`src/rtl/sysid_ctrl_pkg.sv`:
```
// Shared types and constants for the system-ID check sequencer.
// State encoding, slave address values and the counter width.
package sysid_ctrl_pkg;

  typedef enum logic [2:0] {
    SETTLE = 3'd0,
    RD_ID  = 3'd1,
    RD_TS  = 3'd2,
    CMP    = 3'd3,
    IDLE   = 3'd4
  } state_e;

  localparam logic SYSID_ADDR_ID = 1'b0;
  localparam logic SYSID_ADDR_TS = 1'b1;
  localparam int   CNT_W         = 16;

  function automatic logic [7:0] sat_inc(input logic [7:0] v);
    return (v == 8'hff) ? v : v + 8'd1;
  endfunction

endpackage

```
`src/rtl/sysid_ctrl_timer.sv`:
```
// Loadable down-counter with zero flag.
// Load wins over enable; the count parks at zero.
module sysid_ctrl_timer
  import sysid_ctrl_pkg::*;
#(
  parameter logic [CNT_W-1:0] RST_VAL = '0
) (
  input  logic             clk,
  input  logic             rst_n,
  input  logic             i_load,
  input  logic [CNT_W-1:0] i_load_val,
  input  logic             i_en,
  output logic             o_zero
);

  logic [CNT_W-1:0] r_cnt;

  always_ff @(posedge clk or negedge rst_n) begin
    if (!rst_n) begin
      r_cnt <= RST_VAL;
    end else if (i_load) begin
      r_cnt <= i_load_val;
    end else if (i_en && (r_cnt != '0)) begin
      r_cnt <= r_cnt - CNT_W'(1);
    end
  end

  assign o_zero = (r_cnt == '0);

endmodule

```
`src/rtl/sysid_check_ctrl.sv`:
```
// Reads ID and timestamp from the system-ID slave and checks them.
// Runs once after reset, then on start or periodic timer expiry.
module sysid_check_ctrl
  import sysid_ctrl_pkg::*;
#(
  parameter logic [31:0] EXP_ID     = 32'd0,
  parameter logic [31:0] EXP_TS     = 32'd1537779467,
  parameter int unsigned READ_LAT   = 1,
  parameter int unsigned SETTLE_CYC = 16,
  parameter int unsigned PERIOD     = 0
) (
  input  logic        clock,
  input  logic        reset_n,
  input  logic        start,
  output logic        sysid_address,
  input  logic [31:0] sysid_readdata,
  output logic        busy,
  output logic        done,
  output logic        pass,
  output logic        id_err,
  output logic        ts_err,
  output logic [31:0] id_value,
  output logic [31:0] ts_value,
  output logic [7:0]  check_count
);

  localparam logic [CNT_W-1:0] LAT_LD = CNT_W'(READ_LAT - 1);
  localparam logic [CNT_W-1:0] SET_LD = CNT_W'(SETTLE_CYC - 1);

  state_e      r_state;
  logic        r_addr;
  logic        r_busy;
  logic        r_done;
  logic        r_pass;
  logic        r_id_err;
  logic        r_ts_err;
  logic [31:0] r_id;
  logic [31:0] r_ts;
  logic [7:0]  r_cnt;

  logic w_tmr_load;
  logic w_tmr_en;
  logic w_tmr_zero;
  logic w_expire;
  logic w_launch;

  assign w_launch = (r_state == IDLE) && (start || w_expire);

  always_comb begin
    w_tmr_load = 1'b0;
    w_tmr_en   = 1'b0;
    unique case (r_state)
      SETTLE, RD_ID, RD_TS: begin
        w_tmr_load = w_tmr_zero;
        w_tmr_en   = !w_tmr_zero;
      end
      IDLE:    w_tmr_load = w_launch;
      default: ;
    endcase
  end

  // One counter serves the settle wait and both read-latency waits
  sysid_ctrl_timer #(
    .RST_VAL(SET_LD)
  ) u_tmr (
    .clk       (clock),
    .rst_n     (reset_n),
    .i_load    (w_tmr_load),
    .i_load_val(LAT_LD),
    .i_en      (w_tmr_en),
    .o_zero    (w_tmr_zero)
  );

  if (PERIOD > 0) begin : g_period
    localparam logic [CNT_W-1:0] PER_LD = CNT_W'(PERIOD - 1);
    logic w_per_zero;
    sysid_ctrl_timer #(
      .RST_VAL(PER_LD)
    ) u_per (
      .clk       (clock),
      .rst_n     (reset_n),
      .i_load    (r_state != IDLE),
      .i_load_val(PER_LD),
      .i_en      (1'b1),
      .o_zero    (w_per_zero)
    );
    assign w_expire = w_per_zero;
  end else begin : g_noper
    assign w_expire = 1'b0;
  end

  always_ff @(posedge clock or negedge reset_n) begin
    if (!reset_n) begin
      r_state  <= SETTLE;
      r_addr   <= SYSID_ADDR_ID;
      r_busy   <= 1'b0;
      r_done   <= 1'b0;
      r_pass   <= 1'b0;
      r_id_err <= 1'b0;
      r_ts_err <= 1'b0;
      r_id     <= '0;
      r_ts     <= '0;
      r_cnt    <= '0;
    end else begin
      r_done <= 1'b0;
      case (r_state)
        SETTLE: begin
          r_busy <= 1'b1;
          if (w_tmr_zero) r_state <= RD_ID;
        end
        RD_ID: begin
          if (w_tmr_zero) begin
            r_id    <= sysid_readdata;
            r_addr  <= SYSID_ADDR_TS;
            r_state <= RD_TS;
          end
        end
        RD_TS: begin
          if (w_tmr_zero) begin
            r_ts    <= sysid_readdata;
            r_addr  <= SYSID_ADDR_ID;
            r_state <= CMP;
          end
        end
        CMP: begin
          r_id_err <= (r_id != EXP_ID);
          r_ts_err <= (r_ts != EXP_TS);
          r_pass   <= (r_id == EXP_ID) && (r_ts == EXP_TS);
          r_done   <= 1'b1;
          r_cnt    <= sat_inc(r_cnt);
          r_busy   <= 1'b0;
          r_state  <= IDLE;
        end
        IDLE: begin
          if (w_launch) begin
            r_busy  <= 1'b1;
            r_state <= RD_ID;
          end
        end
        default: begin
          r_addr  <= SYSID_ADDR_ID;
          r_state <= SETTLE;
        end
      endcase
    end
  end

  assign sysid_address = r_addr;
  assign busy          = r_busy;
  assign done          = r_done;
  assign pass          = r_pass;
  assign id_err        = r_id_err;
  assign ts_err        = r_ts_err;
  assign id_value      = r_id;
  assign ts_value      = r_ts;
  assign check_count   = r_cnt;

endmodule

```
`config.mk`:
```
export PLATFORM = sky130hd
export DESIGN_NAME = sysid_check_ctrl
export DESIGN_NICKNAME = d
export VERILOG_FILES = /design/src/rtl/sysid_ctrl_pkg.sv /design/src/rtl/sysid_ctrl_timer.sv /design/src/rtl/sysid_check_ctrl.sv
export SDC_FILE = /design/constraint.sdc
export NUM_CORES = 1
export LEC_CHECK = 0
export ABC_AREA = 1
export BUFFER_PORTS_ARGS = -buffer_cell sky130_fd_sc_hd__buf_2
export CELL_PAD_IN_SITES_DETAIL_PLACEMENT = 1
export CELL_PAD_IN_SITES_GLOBAL_PLACEMENT = 1
export CORE_MARGIN = 4
export CORE_UTILIZATION = 39
export DETAILED_ROUTE_END_ITERATION = 12
export PLACE_DENSITY = 0.88
export REMOVE_ABC_BUFFERS = 1
export SETUP_SLACK_MARGIN = 0.1
export SLEW_MARGIN = 5
export SYNTH_ARGS = -nofsm -noshare
export SYNTH_HDL_FRONTEND = slang
export SYNTH_HIERARCHICAL = 1
export SYNTH_SLANG_ARGS = --single-unit
export TNS_END_PERCENT = 20
```
`constraint.sdc`:
```
create_clock -name clock -period 3.3 [get_ports clock]
set_input_delay 0.33 -clock clock [delete_from_list [all_inputs] [get_ports clock]]
set_output_delay 0.33 -clock clock [all_outputs]
set_load 0.02 [all_outputs]
```
# [Word-level counts from Yosys, hierarchy flattened]
# Cells that the tools add are included.
# Widths: inputs -> output; s select.
[totals] ff_bits=97 output_inout_bits=78
[classes] addsub=2 eq_ne=11 n_mux=15 bitwise_logic=2 n_reduce_logical=19
[op_table] op="$eq 32x31->1 const B" count=1
[op_table] op="$logic_not 32->1" count=1
[op_table] op="$mux 16" count=2
[op_table] op="$ne 32x31->1 const B" count=1
[op_table] op="$reduce_bool 32->1" count=1
[op_table] op="$logic_not 16->1" count=1
[op_table] op="$reduce_bool 16->1" count=1
[op_table] op="$sub 16x1->16 const B" count=1
[op_table] op="$pmux 3 s5" count=1
[op_table] op="$mux 3" count=4
[op_table] op="$add 8x1->8 const B" count=1
[op_table] op="$eq 8x8->1 const B" count=1
[op_table] op="$ne 2x2->1 const B" count=4
[op_table] op="$reduce_and 2->1" count=4
[op_table] op="$eq 3x2->1 const B" count=2
[op_table] op="$pmux 1 s3" count=2
[op_table] op="$reduce_or 3->1" count=2
[op_table] op="$mux 1" count=5
[op_table] op="$reduce_and 4->1" count=1
[op_table] op="$eq 3x1->1 const B" count=1
[op_table] op="$eq 3x3->1 const B" count=1
[op_table] op="$logic_and 1x1->1" count=3
[op_table] op="$logic_not 3->1" count=1
[op_table] op="$reduce_and 3->1" count=1
[op_table] op="other kinds (5)" count=6

# [Longest topological paths before layout]
[depth] depth_word=6 depth_mapped=17 mapped_depth_nobuf=16

# [Modules after synthesis]
# The synthesis kept the hierarchy.
[modules_own_cells] module="sysid_check_ctrl" n_inst=1 cells_per_inst=401 area_per_inst_um2=3459.6 seq_area_each_um2=2026.9
[modules_own_cells] module="sysid_ctrl_timer" n_inst=1 cells_per_inst=183 area_per_inst_um2=1260.0 seq_area_each_um2=405.4

# [Least setup slack after synthesis]
# Ideal clock, no wire load.
[synth_timing] path_kind="reg-to-reg" start="register u_tmr.r_cnt[0]" end="register u_tmr.r_cnt[14]" t_arrival_ns=2.308 setup_slack_ns=0.873 stages_incl_launch_ff=15 path_buffers=1 synth_period_minus_slack_ns=2.427 path_cell_list="dfstp_2 > inv_1 > ha_1 > inv_1 > nor2_2 > nand3_1 > nor2_2 > nand2_1 > nor4_2 > a32o_1 > inv_2 > buf_2 > or2_2 > nand3_2 > nand2_1"
[synth_between] word_cells_on_any_way=10 cone_classes="1 x add/sub; 4 x mux; 5 x reduce/logical"
[synth_lines] item="start, declared" line_no="sysid_ctrl_timer.sv:16" text="logic [CNT_W-1:0] r_cnt;"
[synth_lines] item="start signal, assigned" line_no="sysid_ctrl_timer.sv:22" text="r_cnt <= i_load_val;"
[synth_lines] item="start signal, assigned" line_no="sysid_ctrl_timer.sv:24" text="r_cnt <= r_cnt - CNT_W'(1);"
[synth_lines] item="$logic_not 16->1 (*)" line_no="sysid_ctrl_timer.sv:28" text="assign o_zero = (r_cnt == '0);"
[synth_lines] item="net w_tmr_zero" line_no="sysid_check_ctrl.sv:43" text="logic w_tmr_zero;"
[synth_lines] item="$pmux 1 s2 (*)" line_no="sysid_check_ctrl.sv:52" text="unique case (r_state)"
[synth_lines] item="net w_tmr_load" line_no="sysid_check_ctrl.sv:41" text="logic w_tmr_load;"
[synth_lines] item="$mux 16 / $reduce_bool 2->1 (equally long branches)"
# Mark *: on every way through the listed nets, which the timed path passes. The rest lies on a longest branch. The select of a mux whose other input is x is not followed.
# A chain may end at the register's enable or synchronous reset.

# [Final worst setup path]
# Ends and elaborated chain as after synthesis.

==> metrics.yaml <==
timing:
  finClkSkew_ns: 0.00594
  max_freq_ghz: 0.369
  tns_ns: 0
  post-route-period-util_pct: 82.2
  hold_viol_final: 0
  drv_slew: 0
  slew-limit-headroom_pct: 35.7
  rsz0062_at_grt: "no"
  layout_min_cycle_time_ns: 2.71
  tightest_slew_ns: 0.964
  finalSetupViolations: 0
worst_setup_path:
  crit_cells: 13
  critPathCapture: "u_tmr/r_cnt[14]$_DFFE_PN0P_"
  r2r-start: "u_tmr/r_cnt[0]$_DFFE_PN1P_"
  cp_max_fo: 24
  crit_path_top_delay_cell: "nor4_2"
  cp.arrival_ns: 2.94
  worstRegToRegCells: 13
  cp-end-kind: "flop"
  critPathLaunchType: "flop"
  reg2reg_slack_ns: 0.59
  crit_buf_inv: 3
  critPathTopFamily: "simple AND/OR/NAND/NOR gates"
  cp.required_ns: 3.52
  slowest_delay_ns: 0.42
  r2r-end: "u_tmr/r_cnt[14]$_DFFE_PN0P_"
  critPathKind: "flop to flop"
  cp_cell_sequence: "inv_1 > ha_1 > inv_1 > nor2_2 > nand3_1 > nor2_2 > nand2_1 > nor4_2 > a32o_1 > inv_2 > or2_2 > nand3_2 > nand2_1"
  crit_start: "u_tmr/r_cnt[0]$_DFFE_PN1P_"
run_status:
  status: "complete, no violations"
power_and_ir_drop:
  leakagePower_nw: 2.95
  power_frac_clock_pct: 25.5
  vdd_drop_max_mv: 0.237
  p_sw_share_pct: 38.6
  powerDensity_nw_per_um2: 650
  internal_power_w: 0.00227
  p_comb_share_pct: 32.2
  power_w: 0.00371
  pwr-share-seq_pct: 42.3
  switchingPower_w: 0.00143
global_route:
  antenna_found_initial: 0
  grt_pass1_wl_um: 22600
  grt_max_degree: 77
  grt_pass1_vias: 4626
  grt_overflow: 0
  gr-usage-all-layers_pct: 19.6
cells_and_area:
  seqCellArea_sq_um: 2430
  n_antenna_cell: 0
  nFillCells: 1494
  final_area_sq_um: 5710
  layout-drive-gt1-share_pct: 24.3
  multiInputGateArea_sq_um: 1980
  area_growth_pct: 20.9
  nets: 746
cts:
  cts.repair.resized: 0
  htreeDepth: 3
  cts_buffer_depth: 2
  cts_hold_buf: 0
  cts_tree: "yes"
  cts_setup_buffers: 0
  cts-root-buf: "clkbuf_16"
  clkLatencyLatePin_ns: 0.34
  clkSlewWorstSetupHoldPaths_ns: 0.06
  numCtsBuffers: 9
  cts_sinks: 97
placed_design:
  hpwlAfterDp_um: 9700
  placed_cell_area_sq_um: 5450
  port_buffers: 112
  place_congestion: 0.836
yosys:
  synth_top_area_share_pct: 49.3
  syn_inst: 584
  synthDistinctLibCells: 37
  synth_area_leader_cell: "dfrtp_1"
  synth_seq_area_share_pct: 51.5
  synth_area_leaders: "dfrtp_1 49%, nand2_1 13%, o21ai_0 7.6%"
  yosys_warnings: 6
  netlist_area_sq_um: 4720
  syn_avg_cell_area_sq_um: 8.08
  ys_ff_latch: 97
run:
  max-cap-violations: 0
min_path:
  min_path_type: "input pin to asynchronous set/reset pin"
route:
  viasPerCell: 4.93
  routed_wl_um: 13200
  vias: 4221
  dr.pass1.iters: 4
  antenna_left: 0
  drt_iter0_drc: 106
  drcViolationCount: 0
  wl_per_cell_um: 15.4
die:
  initial_core_util_pct: 40.6
  die_h_um: 118
  fp.dieW_um: 118
  core_area_sq_um: 11600
  num_rows: 39
  die_area_sq_um: 13900
  ioPinCount: 113
[worst min-delay path by stage]
| stage | end |
|---|---|
| 2_1_floorplan | busy$_DFFE_PN0P_ |
| 3_3_place_gp | ts_err$_DFFE_PN0P_ |
| 3_5_place_dp | ts_err$_DFFE_PN0P_ |
| 4_1_cts | check_count[3]$_DFFE_PN0P_ |
| 5_1_grt | u_tmr/r_cnt[10]$_DFFE_PN0P_ |
| 6_report | check_count[3]$_DFFE_PN0P_ |
[per-layer routing]
metal | part of all wire (%) | vias up | wire length, um | GRT usage [%]
met5 | 0 | - | 0 | 0
met4 | 1.1 | 0 | 148 | 5.27
met3 | 5.5 | 11 | 725 | 5.43
met2 | 52 | 88 | 6870 | 34.5
met1 | 41 | 2076 | 5440 | 23.6
li1 | - | 2046 | - | -
[placed cells by master (no fill, tap or decap), drive strengths merged]
master	n
nand2	172
buf	117
dfrtp	93
nor2	80
o21ai	79
inv	69
nand3	36
conb	16
clkbuf	12
xnor2	7
xor2	6
a21oi	5
or2	4
dfstp	4
clkinv	3
ha	2
nor3	2
a32o	1
nand3b	1
a22o	1
nand4	1
nor4	1
o21bai	1
[logic make-up after synthesis]
| family | after synthesis | synth area share [%] |
|---|---|---|
| AO/OA/AOI/OAI | 87 | 10.1 |
| XOR/XNOR | 13 | 2.41 |
| adder cells (fa/ha/maj) | 2 | 0.530 |
| buffers and inverters | 87 | 7.82 |
| flip-flops | 97 | 51.5 |
| other | 1 | 0.0795 |
| AND/OR/NAND/NOR | 297 | 27.5 |
[through the flow]
stage | hold slack [ns] | util, % | worst slack (ns) | cells
finish | 0.131 | 49.1 | 0.587 | 856
global route | 0.227 | 49.1 | 0.279 | 856
CTS | 0.192 | 49.1 | 0.567 | 856
detailed placement | 0.476 | 46.9 | 0.615 | 841
global placement | 0.465 | 46.9 | 0.719 | 841
floorplan | 0.0344 | - | 0.319 | 581
[power by group through the flow]
stage,registers [W],logic [W],clock network (W)
floorplan,0.00160,0.000806,0
global placement,0.00157,0.00111,0
detailed placement,0.00158,0.00119,0
CTS,0.00157,0.00121,0.000963
global route,0.00159,0.00136,0.00102
finish,0.00157,0.00119,0.000945
[area by class of cell]
cell class	count	area share, %
clock buffer	12	4.14
clock inverter	3	0.329
inverter	69	4.54
multi-input combinational	415	34.7
sequential	97	42.6
tap	143	3.14
timing repair buffer	117	10.5
[state kept, by name (all words and copies together), names as in the netlist, 3 cells and up]
register     count
id_value        32
ts_value        32
u_tmr/r_cnt     16
check_count      8
r_state          3
[cells in the mapped netlist (all sizes together)]
cell type / n
nand2: 172
dfrtp: 93
nor2: 80
o21ai: 79
inv: 69
nand3: 36
buf: 12
xnor2: 7
clkbuf: 6
xor2: 6
a21oi: 5
dfstp: 4
or2: 4
ha: 2
nor3: 2
a22o: 1
a32o: 1
conb: 1
nand3b: 1
nand4: 1
nor4: 1
o21bai: 1
Note: power is estimated with default switching activity, not from simulation.
